===== src/rtl/calc_pkg.sv =====
// Shared encodings for the sequential calculator core: op codes, FSM states,
// display-source codes, LED patterns and the decimal range limit helper.
package calc_pkg;

    localparam logic [1:0] OP_ADD = 2'b00;
    localparam logic [1:0] OP_SUB = 2'b01;
    localparam logic [1:0] OP_MUL = 2'b10;
    localparam logic [1:0] OP_DIV = 2'b11;

    typedef enum logic [2:0] {
        ST_ENTER_A = 3'd0,
        ST_ENTER_B = 3'd1,
        ST_COMPUTE = 3'd2,
        ST_SHOW    = 3'd3,
        ST_ERROR   = 3'd4
    } state_t;

    localparam logic [1:0] DISP_A    = 2'b00;
    localparam logic [1:0] DISP_B    = 2'b01;
    localparam logic [1:0] DISP_BUSY = 2'b10;
    localparam logic [1:0] DISP_RES  = 2'b11;

    localparam logic [3:0] LED_A   = 4'b0001;
    localparam logic [3:0] LED_B   = 4'b0010;
    localparam logic [3:0] LED_CMP = 4'b0100;
    localparam logic [3:0] LED_RES = 4'b1000;

    // Largest value representable with the given number of decimal digits.
    function automatic longint unsigned calc_max(input int unsigned digits);
        longint unsigned m;
        m = 64'd1;
        for (int unsigned i = 0; i < digits; i++) begin
            m = m * 64'd10;
        end
        return m - 64'd1;
    endfunction

endpackage


===== src/rtl/calc_muldiv_iter.sv =====
// Iterative unsigned multiply (MSB-first shift-add) and restoring divide.
// The start cycle performs the first iteration, so done pulses one cycle
// after the WIDTH-th iteration. A zero divisor is flagged on start and the
// unit does not launch. abort is a synchronous cancel.
module calc_muldiv_iter #(
    parameter int unsigned WIDTH = 40
) (
    input  logic             clk,
    input  logic             rst_n,
    input  logic             start,
    input  logic             abort,
    input  logic             is_div,
    input  logic [WIDTH-1:0] a,
    input  logic [WIDTH-1:0] b,
    output logic             done,
    output logic [WIDTH-1:0] res,
    output logic             ovf,
    output logic             dbz_c
);

    localparam int unsigned CNT_W = $clog2(WIDTH + 1);

    // acc: product / remainder; opr: multiplier / dividend->quotient; mc: multiplicand / divisor
    logic [WIDTH-1:0] acc, opr, mc;
    logic             ov, running, div_r;
    logic [CNT_W-1:0] cnt;

    logic [WIDTH-1:0] cur_acc, cur_opr, cur_mc;
    logic             cur_div, cur_ov;
    logic [WIDTH-1:0] nxt_acc, nxt_opr;
    logic             nxt_ov;
    logic [WIDTH+1:0] msum;
    logic [WIDTH:0]   rsh;
    logic [WIDTH-1:0] rdiff;
    logic             go;

    assign dbz_c = start && is_div && (b == '0);
    assign go    = (start && !dbz_c) || running;
    assign res   = div_r ? opr : acc;
    assign ovf   = ov;

    // Operand source: fresh inputs on start, otherwise the working registers
    always_comb begin
        cur_acc = acc;
        cur_opr = opr;
        cur_mc  = mc;
        cur_div = div_r;
        cur_ov  = ov;
        if (start) begin
            cur_acc = '0;
            cur_opr = is_div ? a : b;
            cur_mc  = is_div ? b : a;
            cur_div = is_div;
            cur_ov  = 1'b0;
        end
    end

    // One multiply or divide step; multiply records any carry beyond WIDTH
    always_comb begin
        msum    = {1'b0, cur_acc, 1'b0} + (cur_opr[WIDTH-1] ? {2'b00, cur_mc} : '0);
        rsh     = {cur_acc, cur_opr[WIDTH-1]};
        rdiff   = rsh[WIDTH-1:0] - cur_mc;
        nxt_acc = cur_acc;
        nxt_opr = cur_opr;
        nxt_ov  = cur_ov;
        if (cur_div) begin
            if (rsh >= {1'b0, cur_mc}) begin
                nxt_acc = rdiff;
                nxt_opr = {cur_opr[WIDTH-2:0], 1'b1};
            end else begin
                nxt_acc = rsh[WIDTH-1:0];
                nxt_opr = {cur_opr[WIDTH-2:0], 1'b0};
            end
        end else begin
            nxt_acc = msum[WIDTH-1:0];
            nxt_opr = {cur_opr[WIDTH-2:0], 1'b0};
            nxt_ov  = cur_ov | (|msum[WIDTH+1:WIDTH]);
        end
    end

    // Working registers and iteration counter
    always_ff @(posedge clk) begin
        if (!rst_n) begin
            acc     <= '0;
            opr     <= '0;
            mc      <= '0;
            ov      <= 1'b0;
            div_r   <= 1'b0;
            running <= 1'b0;
            done    <= 1'b0;
            cnt     <= '0;
        end else if (abort) begin
            running <= 1'b0;
            done    <= 1'b0;
            cnt     <= '0;
        end else begin
            done <= 1'b0;
            if (go) begin
                acc   <= nxt_acc;
                opr   <= nxt_opr;
                mc    <= cur_mc;
                div_r <= cur_div;
                ov    <= nxt_ov;
            end
            if (start && !dbz_c) begin
                cnt     <= CNT_W'(1);
                running <= 1'b1;
            end else if (running) begin
                if (cnt == CNT_W'(WIDTH - 1)) begin
                    running <= 1'b0;
                    done    <= 1'b1;
                end
                cnt <= cnt + CNT_W'(1);
            end
        end
    end

endmodule


===== src/rtl/calc_core_seq.sv =====
// Sequential calculator core: operand entry, add/sub in one cycle,
// iterative mul/div, decimal range check and result chaining.
// Build option CALC_SAT_EN: range overflow saturates to MAX instead of
// entering ERROR (divide by zero still errors).
module calc_core_seq
    import calc_pkg::*;
#(
    parameter int unsigned WIDTH  = 40,
    parameter int unsigned DIGITS = 6,
    parameter int unsigned IN_W   = 6
) (
    input  logic             clk,
    input  logic             rst_n,
    input  logic [IN_W-1:0]  in_val,
    input  logic [1:0]       op,
    input  logic             enter_p,
    input  logic             clear_p,
    input  logic             chain_en,
    output logic [WIDTH-1:0] result,
    output logic             res_sign,
    output logic             err,
    output logic             busy,
    output logic             done,
    output logic [1:0]       disp_sel,
    output logic [3:0]       led
);

    localparam logic [WIDTH-1:0] MAX = WIDTH'(calc_max(DIGITS));

    state_t           state, state_d;
    logic [WIDTH-1:0] a_r, b_r, in_ext;
    logic             sign_a;
    logic [1:0]       op_r;
    logic             first;

    logic [3:0]       led_d;
    logic [1:0]       disp_d;
    logic             busy_d;

    logic             md_start_c, md_is_div, md_done, md_ovf, md_dbz_c;
    logic [WIDTH-1:0] md_res;

    logic [WIDTH+1:0] as_a, as_sum, as_abs;
    logic             as_neg, as_carry;
    logic [WIDTH-1:0] as_mag;

    logic [WIDTH-1:0] val, wr_val;
    logic             val_sign, val_carry, over, wr_c, wr_err, wr_sign;

    assign in_ext     = WIDTH'(in_val);
    assign md_is_div  = (op_r == OP_DIV);
    assign md_start_c = (state == ST_COMPUTE) && first && op_r[1] && !clear_p;

    calc_muldiv_iter #(.WIDTH(WIDTH)) u_muldiv (
        .clk    (clk),
        .rst_n  (rst_n),
        .start  (md_start_c),
        .abort  (clear_p),
        .is_div (md_is_div),
        .a      (a_r),
        .b      (b_r),
        .done   (md_done),
        .res    (md_res),
        .ovf    (md_ovf),
        .dbz_c  (md_dbz_c)
    );

    // Signed add/sub with two guard bits, folded back to sign-magnitude
    always_comb begin
        as_a     = sign_a ? -{2'b00, a_r} : {2'b00, a_r};
        as_sum   = (op_r == OP_SUB) ? (as_a - {2'b00, b_r}) : (as_a + {2'b00, b_r});
        as_neg   = as_sum[WIDTH+1];
        as_abs   = as_neg ? -as_sum : as_sum;
        as_mag   = as_abs[WIDTH-1:0];
        as_carry = |as_abs[WIDTH+1:WIDTH];
    end

    // Result selection, range check and write-back values
    always_comb begin
        val       = op_r[1] ? md_res : as_mag;
        val_sign  = op_r[1] ? sign_a : as_neg;
        val_carry = op_r[1] ? md_ovf : as_carry;
        over      = val_carry || (val > MAX);
        wr_c      = (state == ST_COMPUTE) && (op_r[1] ? (md_dbz_c || md_done) : 1'b1);
        wr_err    = 1'b0;
        wr_val    = val;
        if (md_dbz_c) begin
            wr_err = 1'b1;
            wr_val = '0;
        end else if (over) begin
`ifdef CALC_SAT_EN
            wr_val = MAX;
`else
            wr_err = 1'b1;
            wr_val = '0;
`endif
        end
        wr_sign = !wr_err && (wr_val != '0) && val_sign;
    end

    // State register
    always_ff @(posedge clk) begin
        if (!rst_n) begin
            state <= ST_ENTER_A;
        end else begin
            state <= state_d;
        end
    end

    // Next-state logic; clear overrides everything
    always_comb begin
        state_d = state;
        if (clear_p) begin
            state_d = ST_ENTER_A;
        end else begin
            case (state)
                ST_ENTER_A: if (enter_p) state_d = ST_ENTER_B;
                ST_ENTER_B: if (enter_p) state_d = ST_COMPUTE;
                ST_COMPUTE: if (wr_c) state_d = wr_err ? ST_ERROR : ST_SHOW;
                ST_SHOW:    if (enter_p) state_d = chain_en ? ST_ENTER_B : ST_ENTER_A;
                ST_ERROR:   state_d = ST_ERROR;
                default:    state_d = ST_ENTER_A;
            endcase
        end
    end

    // Status decode from the upcoming state so the registered outputs track it
    always_comb begin
        led_d  = LED_A;
        disp_d = DISP_A;
        busy_d = 1'b0;
        case (state_d)
            ST_ENTER_B: begin
                led_d  = LED_B;
                disp_d = DISP_B;
            end
            ST_COMPUTE: begin
                led_d  = LED_CMP;
                disp_d = DISP_BUSY;
                busy_d = 1'b1;
            end
            ST_SHOW, ST_ERROR: begin
                led_d  = LED_RES;
                disp_d = DISP_RES;
            end
            default: ;
        endcase
    end

    // Operand, result and status registers
    always_ff @(posedge clk) begin
        if (!rst_n) begin
            a_r      <= '0;
            sign_a   <= 1'b0;
            b_r      <= '0;
            op_r     <= OP_ADD;
            first    <= 1'b0;
            result   <= '0;
            res_sign <= 1'b0;
            err      <= 1'b0;
            busy     <= 1'b0;
            done     <= 1'b0;
            disp_sel <= DISP_A;
            led      <= LED_A;
        end else begin
            led      <= led_d;
            disp_sel <= disp_d;
            busy     <= busy_d;
            done     <= 1'b0;
            first    <= (state != ST_COMPUTE) && (state_d == ST_COMPUTE);
            if (clear_p) begin
                a_r      <= '0;
                sign_a   <= 1'b0;
                b_r      <= '0;
                op_r     <= OP_ADD;
                result   <= '0;
                res_sign <= 1'b0;
                err      <= 1'b0;
            end else begin
                case (state)
                    ST_ENTER_A: begin
                        if (enter_p) begin
                            a_r    <= in_ext;
                            sign_a <= 1'b0;
                        end
                    end
                    ST_ENTER_B: begin
                        if (enter_p) begin
                            b_r  <= in_ext;
                            op_r <= op;
                        end
                    end
                    ST_COMPUTE: begin
                        if (wr_c) begin
                            result   <= wr_val;
                            res_sign <= wr_sign;
                            err      <= wr_err;
                            done     <= 1'b1;
                        end
                    end
                    ST_SHOW: begin
                        if (enter_p) begin
                            if (chain_en) begin
                                a_r    <= result;
                                sign_a <= res_sign;
                            end else begin
                                a_r      <= '0;
                                sign_a   <= 1'b0;
                                b_r      <= '0;
                                result   <= '0;
                                res_sign <= 1'b0;
                            end
                        end
                    end
                    default: ;
                endcase
            end
        end
    end

endmodule


===== config.mk =====
export PLATFORM = sky130hd
export DESIGN_NAME = calc_core_seq
export DESIGN_NICKNAME = d
export VERILOG_FILES = /design/src/rtl/calc_pkg.sv /design/src/rtl/calc_muldiv_iter.sv /design/src/rtl/calc_core_seq.sv
export SDC_FILE = /design/constraint.sdc
export NUM_CORES = 1
export LEC_CHECK = 0
export BUFFER_PORTS_ARGS = -buffer_cell sky130_fd_sc_hd__buf_2
export CORE_AREA = 8 8 269 271
export DETAILED_ROUTE_END_ITERATION = 12
export DIE_AREA = 0 0 277 279
export PLACE_DENSITY = 0.46
export SYNTH_ARGS = -nofsm -noshare
export SYNTH_HDL_FRONTEND = slang
export SYNTH_SLANG_ARGS = --single-unit

===== constraint.sdc =====
create_clock -name clk -period 8.6 [get_ports clk]
set_input_delay 1.29 -clock clk [delete_from_list [all_inputs] [get_ports clk]]
set_output_delay 1.29 -clock clk [all_outputs]
set_load 0.05 [all_outputs]

==> impl_metrics.tcl <==
set metrics [dict create \
    rr_endpoint "result[1]" \
    top_level_ports 63 \
    netSwitchingPower_mw 1.04 \
    grt_pass1_wl_microns 115000 \
    grt_usage_pct 18.5 \
    drc 0 \
    synthFlopType "dfxtp_1" \
    vias 20239 \
    cap_viol_max_count 0 \
    post-route-period-util_pct 89.5 \
    grt_max_degree 190 \
    wl_per_cell_microns 21.2 \
    yosysWarnings 0 \
    ant_nets 0 \
    cp.arrival_ps 8170 \
    holdWs_ps 465 \
    ys_types 94 \
    first_pass_iters 5 \
    criticalPathCategory "reg2reg" \
    die_w_microns 277 \
    synth_area_sq_um 20200 \
    cellPowerDensity_nw_per_um2 140 \
    power_frac_clock_pct 39.7 \
    worst_r2r_path_depth 22 \
    grt_pass1_vias 19082 \
    drv_slew 0 \
    clk_pin_slew_ps 60 \
    yosysMostFrequentCell "nand2_1" \
    routed_wl_microns 75200 \
    syn2layout_area_growth_pct 9.82 \
    finalHoldViolations 0 \
    p_int_mw 2.07 \
    pwr-share-seq_pct 34.9 \
    avgSynthCellArea_sq_um 7.48 \
    switching_share_pct 33.5 \
    n_fill_cell 7274 \
    cts_buffer_depth 3 \
    slew-limit-headroom_pct 19.7 \
    rows 96 \
    post-dp-hpwl_microns 56100 \
    regToRegSetupSlack_ps 900 \
    start_util_pct 29.7 \
    end_kind "register" \
    antenna_found_initial 5 \
    synth_edf_count 0 \
    cts.sinks 233 \
    reg2reg_from "a_r[6]" \
    ys_seq_area_share_pct 23.1 \
    power_leakage_nw 9.52 \
    syn_nets 2845 \
    drive_above_1_share_pct 8.48 \
    post-cts-setup-buffer-count 0 \
    worst_pin_slew_ps 1190 \
    rsz0062_at_grt "false" \
    syn-instance-count 2703 \
    synth.top_cell.area_share_pct 23.1 \
    clkLatencyLatePin_ps 580 \
    status "finished clean" \
    async_flop_share_pct 0 \
    finalCriticalPeriod_ps 7700 \
    overflow 0 \
    required_ps 9080 \
    netlist_top_cells_area "dfxtp_1 23%, ha_1 7.8%, nand2_1 5.3%" \
    endpoint "result[1]" \
    crit_start "a_r[6]" \
    cts_root_buffer "clkbuf_16" \
    drt_iter0_markers 1947 \
    combPwrFrac_pct 25.4 \
    cts_tree "built" \
    finalClockSkew_ps 30.3 \
    cp-start-kind "register" \
    portBuffers 62 \
    tns_ps 0 \
    timing.fmax_mhz 130 \
    yosys.area.top_type "dfxtp_1" \
    fin_nets 2791 \
    cts-buffers-inserted 29 \
    ys_top_cells_by_count "286 x nand2_1, 236 x nor2_1, 233 x dfxtp_1, 207 x a21oi_1, 159 x clkbuf_1" \
    via_per_inst 5.70 \
    htreeDepth 1 \
    routabilityCongestion 0.934 \
    ctsResizeCount 0 \
    die_height_microns 279 \
    hold_buffers 0 \
    critPathMaxFanout 9 \
    setup_viol 0 \
    peakVddDrop_uv 144 \
    synth-seq-cells 233 \
    hold_class "reg2reg" \
    die-area_sq_um 77300 \
    coreArea_sq_um 68000 \
]
-- worst max-delay path, stage by stage, from the launching register on --
cell and delay [ps]:
dfxtp_1 390, nor4_1 490, nand3_1 320, or2_2 470, o41ai_1 340, xnor2_1 110, ha_1 400, a21o_1 250
o21bai_1 200, nor3_1 290, nand3_1 200, nand2_1 330, a211oi_1 300, nor4_2 740, nand2_1 250, o31a_1 300
o32a_1 310, o41ai_1 470, nand4_1 250, a2111oi_4 730, buf_4 270, nand2b_1 60, a21oi_1 140
-- routing by layer --
layer | GRT usage, % | up-vias | routed length [microns]
met1 | 25.9 | 9673 | 35600
met5 | 0 | - | 20
li1 | - | 9888 | -
met2 | 29.4 | 548 | 33300
met3 | 2.01 | 128 | 3870
met4 | 6.13 | 2 | 2480
-- worst min path at each step --
stage                         startpoint              to  slack, ps  cells past startpoint
after CTS                 u_muldiv.mc[2]  u_muldiv.mc[2]        470                      2
final                     u_muldiv.mc[0]  u_muldiv.mc[0]        460                      2
after global routing      u_muldiv.mc[0]  u_muldiv.mc[0]        500                      2
after floorplan           u_muldiv.mc[0]  u_muldiv.mc[0]        440                      2
after global placement    u_muldiv.mc[2]  u_muldiv.mc[2]        460                      2
after detailed placement  u_muldiv.mc[2]  u_muldiv.mc[2]        460                      2
-- area by class of cell --
class | instances | area, sq um | area share, %
Multi-Input combinational cell | 2238 | 14700 | 66.3
Inverter | 51 | 191 | 0.862
Tap cell | 882 | 1100 | 4.97
Timing Repair Buffer | 96 | 593 | 2.67
Clock inverter | 8 | 103 | 0.462
Sequential cell | 233 | 4670 | 21.0
Clock buffer | 40 | 827 | 3.73
Antenna cell | 1 | 2.50 | 0.0113
-- power by group through the flow --
stage | sequential [mW] | combinational (mW) | clock, mW
6_report | 1.09 | 0.791 | 1.24
5_1_grt | 1.09 | 0.855 | 1.31
4_1_cts | 1.09 | 0.783 | 1.27
3_5_place_dp | 1.11 | 0.778 | 0
3_3_place_gp | 1.11 | 0.782 | 0
2_1_floorplan | 1.11 | 0.552 | 0
-- registers in the layout, indices dropped and copies added, names as in the netlist, 2 cells and up --
signal / count
u_muldiv.cnt: 6
result: 40
disp_sel: 2
u_muldiv.mc: 40
led: 4
u_muldiv.opr: 40
op_r: 2
a_r: 40
u_muldiv.acc: 40
b_r: 6
state: 3
-- cell usage in the layout, fill, tap and decap left out, types with 57 or more instances in the layout --
master	instances
and2_1	57
o21ai_0	152
nand3_1	126
o211a_1	71
xnor2_1	100
ha_1	126
nor2_1	235
buf_2	61
dfxtp_1	230
a21o_1	69
nand2_1	286
a21oi_1	205
-- cell families (layout without fill, tap and decap cells) --
group	count (synthesis)	count (layout)	synth area share (%)
xor+xnor	143	143	6.20
buf+inv	232	195	4.53
simple gates	1058	1058	26.3
other cells	0	1	0
mux	47	47	2.41
flops	233	233	23.1
fa+ha+maj	129	129	8.10
compound gates	861	861	29.4
-- through the flow --
stage          setup WS (ps)  utilization [%]  instance area, sq um  power (mW)  cells
2_1_floorplan           1700                -                 20200        1.66   2703
3_3_place_gp             896             31.3                 21300        1.89   3500
3_5_place_dp             993             31.3                 21300        1.89   3500
4_1_cts                  975             32.7                 22200        3.14   3548
5_1_grt                  487             32.7                 22200        3.25   3548
6_report                 904             32.7                 22200        3.12   3549
Note: power is estimated with default switching activity, not from simulation.
